[config.mk]
export PLATFORM = sky130hd
export DESIGN_NAME = vga_timing_gen
export DESIGN_NICKNAME = d
export VERILOG_FILES = /design/src/rtl/vga_pkg.sv /design/src/rtl/vga_axis_cnt.sv /design/src/rtl/vga_timing_gen.sv
export SDC_FILE = /design/constraint.sdc
export NUM_CORES = 1
export LEC_CHECK = 0
export ABC_AREA = 0
export ABC_CLOCK_PERIOD_IN_PS = 5800
export CAP_MARGIN = 10
export CORE_MARGIN = 4
export CORE_UTILIZATION = 50
export CTS_CLUSTER_SIZE = 20
export DETAILED_ROUTE_END_ITERATION = 10
export HOLD_SLACK_MARGIN = 0.15
export PLACE_DENSITY = 0.85
export SLEW_MARGIN = 20
export SYNTH_ARGS = -nofsm -noshare
export SYNTH_HDL_FRONTEND = slang
export SYNTH_SLANG_ARGS = --single-unit
[constraint.sdc]
create_clock -name clk -period 5.8 [get_ports clk]
set_input_delay 1.16 -clock clk [delete_from_list [all_inputs] [get_ports clk]]
set_output_delay 1.16 -clock clk [all_outputs]
set_load 0.02 [all_outputs]
[src/rtl/vga_pkg.sv]
// Shared VGA timing defaults and controller state encoding.
// Both the timing generator and the pixel generator import this package.
package vga_pkg;

  localparam int CNT_W = 10;

  // 640x480 @ 60 Hz industry timing, 25 MHz pixel rate
  localparam int VGA_H_ACTIVE = 640;
  localparam int VGA_H_FP     = 16;
  localparam int VGA_H_SYNC   = 96;
  localparam int VGA_H_BP     = 48;
  localparam int VGA_V_ACTIVE = 480;
  localparam int VGA_V_FP     = 10;
  localparam int VGA_V_SYNC   = 2;
  localparam int VGA_V_BP     = 33;
  localparam bit VGA_SYNC_POL = 1'b0;

  typedef enum logic [1:0] {
    ST_IDLE  = 2'd0,
    ST_RUN   = 2'd1,
    ST_DRAIN = 2'd2
  } vga_state_e;

  // Total period of one axis (line or frame) in pixels or lines.
  function automatic int axis_total(input int act, input int fp, input int sync, input int bp);
    return act + fp + sync + bp;
  endfunction

endpackage

[src/rtl/vga_axis_cnt.sv]
// One timing axis: wrapping position counter plus visible/sync window
// decode of the value the counter is about to take.
module vga_axis_cnt
  import vga_pkg::*;
#(
  parameter int ACTIVE = VGA_H_ACTIVE,
  parameter int FP     = VGA_H_FP,
  parameter int SYNC   = VGA_H_SYNC,
  parameter int BP     = VGA_H_BP
) (
  input  logic             clk,
  input  logic             rst_n,
  input  logic             step_i,
  output logic [CNT_W-1:0] cnt_o,
  output logic             wrap_o,
  output logic             active_nxt_o,
  output logic             sync_nxt_o
);

  localparam logic [CNT_W-1:0] LAST    = CNT_W'(axis_total(ACTIVE, FP, SYNC, BP) - 1);
  localparam logic [CNT_W-1:0] ACT_END = CNT_W'(ACTIVE);
  localparam logic [CNT_W-1:0] SYNC_LO = CNT_W'(ACTIVE + FP);
  localparam logic [CNT_W-1:0] SYNC_HI = CNT_W'(ACTIVE + FP + SYNC);
  localparam logic [CNT_W-1:0] ONE     = CNT_W'(1);

  logic [CNT_W-1:0] cnt_q, cnt_d, nxt;
  logic             at_last;

  // Next position and window decode on the value visible after this step.
  always_comb begin
    at_last      = (cnt_q == LAST);
    cnt_d        = at_last ? '0 : cnt_q + ONE;
    nxt          = step_i ? cnt_d : cnt_q;
    wrap_o       = step_i & at_last;
    active_nxt_o = (nxt < ACT_END);
    sync_nxt_o   = (nxt >= SYNC_LO) && (nxt < SYNC_HI);
  end

  // Position register, advanced only when the axis is stepped.
  // NOTE: state is updated with <= so every flop samples pre-edge values.
  always_ff @(posedge clk or negedge rst_n) begin
    if (!rst_n) begin
      cnt_q <= '0;
    end else if (step_i) begin
      cnt_q <= cnt_d;
    end
  end

  assign cnt_o = cnt_q;

endmodule

[src/rtl/vga_timing_gen.sv]
// VGA raster timing generator: IDLE/RUN/DRAIN controller driving a
// horizontal and a vertical axis counter. All outputs are registered and
// move only on pixel-strobe clocks.
module vga_timing_gen
  import vga_pkg::*;
#(
  parameter int H_ACTIVE = VGA_H_ACTIVE,
  parameter int H_FP     = VGA_H_FP,
  parameter int H_SYNC   = VGA_H_SYNC,
  parameter int H_BP     = VGA_H_BP,
  parameter int V_ACTIVE = VGA_V_ACTIVE,
  parameter int V_FP     = VGA_V_FP,
  parameter int V_SYNC   = VGA_V_SYNC,
  parameter int V_BP     = VGA_V_BP,
  parameter bit SYNC_POL = VGA_SYNC_POL
) (
  input  logic             clk,
  input  logic             rst_n,
  input  logic             pix_en,
  input  logic             en,
  output logic             hsync,
  output logic             vsync,
  output logic             active,
  output logic [CNT_W-1:0] x,
  output logic [CNT_W-1:0] y,
  output logic             line_start,
  output logic             frame_start
);

  vga_state_e state_q, state_d;
  logic       h_step, h_wrap, v_wrap, frame_wrap;
  logic       h_act_nxt, v_act_nxt, h_sync_nxt, v_sync_nxt;
  logic       hsync_q, vsync_q, active_q, line_start_q, frame_start_q;
  logic       hsync_d, vsync_d, active_d, line_start_d, frame_start_d;

  // Counters sit at (0,0) while idle; the vertical axis steps on line wrap.
  assign h_step     = pix_en && (state_q != ST_IDLE);
  assign frame_wrap = h_wrap & v_wrap;

  vga_axis_cnt #(
    .ACTIVE(H_ACTIVE), .FP(H_FP), .SYNC(H_SYNC), .BP(H_BP)
  ) u_h_cnt (
    .clk         (clk),
    .rst_n       (rst_n),
    .step_i      (h_step),
    .cnt_o       (x),
    .wrap_o      (h_wrap),
    .active_nxt_o(h_act_nxt),
    .sync_nxt_o  (h_sync_nxt)
  );

  vga_axis_cnt #(
    .ACTIVE(V_ACTIVE), .FP(V_FP), .SYNC(V_SYNC), .BP(V_BP)
  ) u_v_cnt (
    .clk         (clk),
    .rst_n       (rst_n),
    .step_i      (h_wrap),
    .cnt_o       (y),
    .wrap_o      (v_wrap),
    .active_nxt_o(v_act_nxt),
    .sync_nxt_o  (v_sync_nxt)
  );

  // Next state and next registered outputs, evaluated for a strobe edge.
  // NOTE: every output of this block gets a default first so no latch is inferred.
  always_comb begin
    state_d       = state_q;
    line_start_d  = 1'b0;
    frame_start_d = 1'b0;
    unique case (state_q)
      ST_IDLE: begin
        if (en) begin
          state_d       = ST_RUN;
          line_start_d  = 1'b1;
          frame_start_d = 1'b1;
        end
      end
      ST_RUN: begin
        if (!en) state_d = ST_DRAIN;
        line_start_d  = h_wrap;
        frame_start_d = frame_wrap;
      end
      ST_DRAIN: begin
        if (frame_wrap && !en) begin
          state_d = ST_IDLE;
        end else begin
          if (en) state_d = ST_RUN;
          line_start_d  = h_wrap;
          frame_start_d = frame_wrap;
        end
      end
      default: state_d = ST_IDLE;
    endcase
    active_d = (state_d != ST_IDLE) && h_act_nxt && v_act_nxt;
    hsync_d  = ((state_d != ST_IDLE) && h_sync_nxt) ? SYNC_POL : ~SYNC_POL;
    vsync_d  = ((state_d != ST_IDLE) && v_sync_nxt) ? SYNC_POL : ~SYNC_POL;
  end

  // State and output registers: update on strobes, pulses clear otherwise.
  always_ff @(posedge clk or negedge rst_n) begin
    if (!rst_n) begin
      state_q       <= ST_IDLE;
      hsync_q       <= ~SYNC_POL;
      vsync_q       <= ~SYNC_POL;
      active_q      <= 1'b0;
      line_start_q  <= 1'b0;
      frame_start_q <= 1'b0;
    end else if (pix_en) begin
      state_q       <= state_d;
      hsync_q       <= hsync_d;
      vsync_q       <= vsync_d;
      active_q      <= active_d;
      line_start_q  <= line_start_d;
      frame_start_q <= frame_start_d;
    end else begin
      line_start_q  <= 1'b0;
      frame_start_q <= 1'b0;
    end
  end

  assign hsync       = hsync_q;
  assign vsync       = vsync_q;
  assign active      = active_q;
  assign line_start  = line_start_q;
  assign frame_start = frame_start_q;

endmodule

==> run_results.csv, run 1 <==
group,metric,value,unit
route,drt_drc_violations_left,0,
pwr,pwr_density_cell,215,mW/mm^2
synthesis,ys_top_cells_by_area,"dfrtp_1 37%, nand2_1 7.1%, xnor2_1 4.1%",
clock_tree,cts_setup_buffers,0,
global_route,antenna_found_initial,0,
pwr,internal_power,287,uW
clock_tree,clockRootBuffer,"clkbuf_4",
final_layout,n_fill_cell,288,
synthesis,yosysWarnings,0,
synthesis,synth_nets,209,
timing,fin_setup_tns,0,ps
synthesis,yosysTopAreaCell,"dfrtp_1",
synthesis,async_flop_share,100,%
floorplan,row_count,20,
route,dr.max_layer_used,"met4",
worst_setup_path,cp-end-kind,"flop",
final_layout,diodes,0,
synthesis,syn_area,0.00170,mm^2
synthesis,postSynthAreaPerCell,8.41,um^2
synthesis,yosysUniqueCellTypes,50,
timing,slew_headroom,67.1,%
timing,finClkSkew,9.98,ps
final_layout,fin_util,63.8,%
placement,port_buffers,28,
timing,period_needed,3220,ps
floorplan,pin_count,29,
final_layout,syn_to_final_growth,18.3,%
timing,hold_viol,0,
route,drt_pre_antenna_iters,4,
global_route,grt.total_usage,18.2,%
global_route,grt_pass1_wl,6.35,mm
clock_tree,clock-sinks,27,
final_layout,layout-drive-gt1-share,6.28,%
floorplan,core_area,0.00315,mm^2
floorplan,die_h,66.3,um
hold_path,hp-class,"flop to flop",
timing,setup_violations,0,
pwr,seq_power_share,54.6,%
route,viasPerCell,5.74,
pwr,peakVddDrop,0.191,mV
route,wl_met2,1.60,mm
pwr,p_sw,146,uW
synthesis,synthTopCellsByCount,"32 x nand2_1, 25 x dfrtp_1, 15 x nor2_1, 13 x o21ai_0",
route,wire_per_inst,13.7,um
route,postRouteAntennaNets,0,
clock_tree,cts_tree,"done",
floorplan,fp.dieArea,0.00440,mm^2
clock_tree,cts_max_path_buffers,2,
route,wl_met1,1.74,mm
synthesis,synth-main-ff-cell,"dfrtp_1",
final_layout,nNetsFinal,231,
clock_tree,cts.repair.resized,0,
global_route,grt_max_degree,28,
clock_tree,ctsHtreeMaxLevel,1,
placement,routabilityCongestion,0.893,
final_layout,multi_input_area,926,um^2
timing,final_max_slew_viol_count,0,
placement,place_hpwl,2.61,mm
worst_setup_path,crit_fanout,14,
route,num_vias,1533,
pwr,p_leak,0.808,nW
synthesis,yosysSeqAreaShare,39.9,%
worst_setup_path,critPathRequiredTime,6050,ps
timing,worst_pin_slew,493,ps
synthesis,synth_edf_count,0,
synthesis,ys_ff_latch,27,
floorplan,start_util,53.9,%
placement,placed_area,0.00198,mm^2
timing,max_freq,0.310,GHz
run,cap_viol_max_count,0,
route,wirelength,3.65,mm
global_route,gr-total-overflow,0,
clock_tree,clkTransAtPathRegs,140,ps
outcome,run_status,"finished, final reports clean",
timing,rsz0062_at_grt,"false",
pwr,power_frac_comb,25.9,%
synthesis,netlist_instances,202,
final_layout,register_area,678,um^2
route,route.met3.wl,258,um
global_route,grt_pass1_vias,1389,
clock_tree,clock_latency,330,ps
floorplan,die_w,66.3,um
pwr,swShare,33.7,%
route,drt-initial-drc-count,91,
worst_setup_path,worst_ep_arrival_time,3470,ps
clock_tree,holdBufCountCts,0,
synthesis,synth_most_common_cell,"nand2_1",
timing,min_period_over_period,55.5,%
worst_setup_path,critPathKind,"primary input to flop",
final_layout,final_cell_area,0.00201,mm^2
clock_tree,cts_buffers,3,
pwr,clockPowerShare,19.5,%
synthesis,yosysTopAreaCellShare,36.8,%
worst_setup_path,start_kind,"primary input",
path summary, 6_finish.rpt:
| check | startpoint | end | slack, ps | cells after the start |
|---|---|---|---|---|
| setup / recovery | pix_en | active | 2580 | 6 |
| hold / removal | vsync | vsync | 500 | 2 |
| setup reg to reg | u_h_cnt.cnt_o[4] | active | 3590 | 5 |
| hold reg to reg | vsync | vsync | 500 | 2 |
| max in group asynchronous | rst_n | vsync | 4300 | 2 |
| min in group asynchronous | rst_n | u_h_cnt.cnt_o[3] | 1180 | 2 |
flip-flops by register name, summed over array words and instances, names as in the netlist:
register / flops
active: 1
vsync: 1
u_v_cnt.cnt_o: 10
state_q: 2
hsync: 1
frame_start: 1
line_start: 1
u_h_cnt.cnt_o: 10
power by group through the flow:
| stage | logic (mW) | registers [mW] | clock network [mW] |
|---|---|---|---|
| final | 0.112 | 0.237 | 0.0845 |
| after floorplan | 0.0502 | 0.251 | 0 |
| after CTS | 0.113 | 0.236 | 0.0855 |
| after global placement | 0.110 | 0.241 | 0 |
| after global routing | 0.122 | 0.241 | 0.0955 |
| after detailed placement | 0.112 | 0.240 | 0 |
final cells by class:
type | instances | area share (%)
repair buffers | 30 | 14.7
inverters | 8 | 1.49
well taps | 44 | 2.74
multi-input cells | 154 | 46.0
flip-flops and latches | 27 | 33.7
clock buffers | 4 | 1.31
kinds of logic after synthesis:
family          count (synthesis)  synth area share, %
compound gates                 43                 17.4
xor+xnor                       12                 6.19
fa+ha+maj                       3                 2.21
buf+inv                        21                 5.60
flops                          27                 39.9
simple gates                   96                 28.7
per-layer routing:
layer,vias up,global-route usage [%]
met5,-,0
met2,60,25.8
met1,703,27.8
met4,0,6.85
met3,6,2.21
li1,764,-
critical path, cell delays in order:
cell,delay (ps)
clkdlybuf4s50_1,780
o21ai_2,180
or4_1,760
a21oi_1,250
a221oi_2,100
o32ai_2,250
per-stage QoR:
stage	setup slack (ps)	power, mW	hold WS [ps]	instances
floorplan	3250	0.301	516	202
global placement	2300	0.351	505	263
finish	2580	0.433	505	267
detailed placement	2250	0.352	482	263
global route	2460	0.458	524	267
CTS	2580	0.435	501	267
placed cells by master (no fill, tap or decap), drive strengths merged, types with 4 or more instances in the layout:
master | netlist | routed
nand2 | 32 | 32
clkdlybuf4s50 | 0 | 28
dfrtp | 25 | 25
nor2 | 16 | 16
o21ai | 15 | 15
nand3 | 11 | 11
nand4 | 10 | 10
a21oi | 9 | 9
xnor2 | 8 | 8
inv | 8 | 8
nor3 | 5 | 5
xor2 | 4 | 4
clkbuf | 7 | 4
Note: power is estimated with default switching activity, not from simulation.
==> run 2, diff against run 1 <==
--- a/config.mk
+++ b/config.mk
@@ -6,14 +6,14 @@
 export NUM_CORES = 1
 export LEC_CHECK = 0
 export ABC_AREA = 0
-export ABC_CLOCK_PERIOD_IN_PS = 5800
+export ABC_CLOCK_PERIOD_IN_PS = 2700
 export CAP_MARGIN = 10
 export CORE_MARGIN = 4
-export CORE_UTILIZATION = 50
+export CORE_UTILIZATION = 47
 export CTS_CLUSTER_SIZE = 20
 export DETAILED_ROUTE_END_ITERATION = 10
 export HOLD_SLACK_MARGIN = 0.15
-export PLACE_DENSITY = 0.85
+export PLACE_DENSITY = 0.84
 export SLEW_MARGIN = 20
 export SYNTH_ARGS = -nofsm -noshare
 export SYNTH_HDL_FRONTEND = slang
==> constraint.sdc (replaced) <==
create_clock -name clk -period 2.7 [get_ports clk]
set_input_delay 0.54 -clock clk [delete_from_list [all_inputs] [get_ports clk]]
set_output_delay 0.54 -clock clk [all_outputs]
set_load 0.02 [all_outputs]
==> run_results.csv, run 2 (synthesis gave the netlist of run 1 again) <==
group,metric,value,unit
placement,place_inst,267,
timing,hold_viol,0,
route,wl_met1,1.77,mm
final_layout,layout-drive-gt1-share,7.56,%
pwr,p_leak,0.820,nW
timing,slew_headroom,67.4,%
placement,routabilityCongestion,0.921,
global_route,grt_pass1_wl,6.11,mm
worst_setup_path,worst_path_max_delay_cell,"or4_1",
route,drt_drc_violations_left,0,
route,dr.max_layer_used,"met4",
route,num_vias,1545,
clock_tree,ctsHtreeMaxLevel,1,
outcome,run_status,"finished, final reports clean",
route,route.met3.wl,171,um
timing,worst_pin_slew,484,ps
worst_setup_path,crit_chain,"clkdlybuf4s50_1 -> o21ai_2 -> or4_1 -> a21oi_1 -> a221oi_2 -> o32ai_2",
placement,port_buffers,28,
worst_setup_path,crit_fanout,9,
route,wl_met2,1.60,mm
timing,fin_setup_tns,0,ps
global_route,gr-total-overflow,0,
floorplan,die_h,68.1,um
clock_tree,cts_tree,"done",
timing,max_freq,0.445,GHz
timing,finClkSkew,7.17,ps
pwr,peakVddDrop,0.387,mV
floorplan,die_w,68.1,um
worst_setup_path,critPathRequiredTime,2970,ps
worst_setup_path,cp-end-kind,"flop",
final_layout,final_cell_mix,"32 x nand2_1, 28 x clkdlybuf4s50_1, 25 x dfrtp_1",
final_layout,n_fill_cell,303,
clock_tree,cts_max_path_buffers,2,
global_route,grt_max_degree,28,
clock_tree,clkTransAtPathRegs,160,ps
worst_setup_path,reg2reg_from,"u_h_cnt.cnt_o[0]",
global_route,antenna_found_initial,0,
clock_tree,clock_latency,350,ps
worst_setup_path,slowest_delay,760,ps
floorplan,core_area,0.00342,mm^2
final_layout,final_cell_area,0.00204,mm^2
clock_tree,cts_buffers,3,
final_layout,nNetsFinal,233,
route,wirelength,3.61,mm
clock_tree,cts_setup_buffers,0,
worst_setup_path,crit_path_start,"pix_en",
route,drt-initial-drc-count,102,
pwr,pwr_density_cell,461,mW/mm^2
route,drt_pre_antenna_iters,4,
placement,placed_area,0.00201,mm^2
global_route,grt.total_usage,17.3,%
clock_tree,clockRootBuffer,"clkbuf_4",
run,cap_viol_max_count,0,
route,viasPerCell,5.70,
hold_path,hp-class,"flop to flop",
timing,min_period_over_period,83.3,%
clock_tree,clock-sinks,27,
route,wire_per_inst,13.3,um
final_layout,syn_to_final_growth,20.3,%
timing,period_needed,2250,ps
placement,place_hpwl,2.60,mm
floorplan,fp.dieArea,0.00464,mm^2
final_layout,diodes,0,
worst_setup_path,critPathKind,"primary input to flop",
worst_setup_path,start_kind,"primary input",
timing,rsz0062_at_grt,"false",
final_layout,fin_util,59.9,%
final_layout,final_common_cell,"nand2_1",
timing,setup_violations,0,
clock_tree,holdBufCountCts,0,
floorplan,pin_count,29,
floorplan,row_count,21,
floorplan,start_util,49.7,%
hold_path,min-delay-start,"vsync",
clock_tree,cts.repair.resized,0,
final_layout,final_cell_count_no_fill,271,
route,postRouteAntennaNets,0,
timing,final_max_slew_viol_count,0,
global_route,grt_pass1_vias,1358,
worst_setup_path,worst_ep_arrival_time,2520,ps
timing,finalHoldWorstSlack,505,ps
run 2: report_power, final:
group          total (mW)  internal, mW  leakage (nW)  switching [mW]
clock               0.189        0.0570        0.0139           0.132
sequential          0.513         0.444         0.352          0.0693
combinational       0.241         0.116         0.454           0.125
run 2: worst max-delay path: cells and delay by family:
| kind | cells | cell delay (ps) |
|---|---|---|
| simple gates | 1 | 760 |
| compound gates | 4 | 700 |
| buf+inv | 1 | 520 |
run 2: metal layers:
metal,GRT usage [%],vias up
met5,0,-
met4,7.94,0
met3,3.78,7
met2,25.3,45
met1,24.4,724
li1,-,769
run 2: path summary, 6_finish.rpt:
path	to	slack, ps	cells after the start
hold reg to reg	vsync	510	2
hold / removal	vsync	510	2
max in group asynchronous	vsync	1850	2
setup reg to reg	active	470	6
min in group asynchronous	u_h_cnt.cnt_o[2]	540	2
setup / recovery	active	450	6
run 2: metrics by stage:
stage                     setup WS (ps)  power [mW]
final                               452       0.943
after global routing                335       0.996
after CTS                           462       0.947
after detailed placement           87.6       0.762
after global placement              132       0.755
after floorplan                     554       0.647
run 2: area by class of cell:
cell class	instances	area (um^2)	area share [%]
multi-input combinational	154	926	45.3
sequential	27	678	33.2
timing repair buffer	32	323	15.8
tap	46	57.6	2.82
inverter	8	30.0	1.47
clock buffer	3	22.5	1.10
clock inverter	1	7.51	0.367
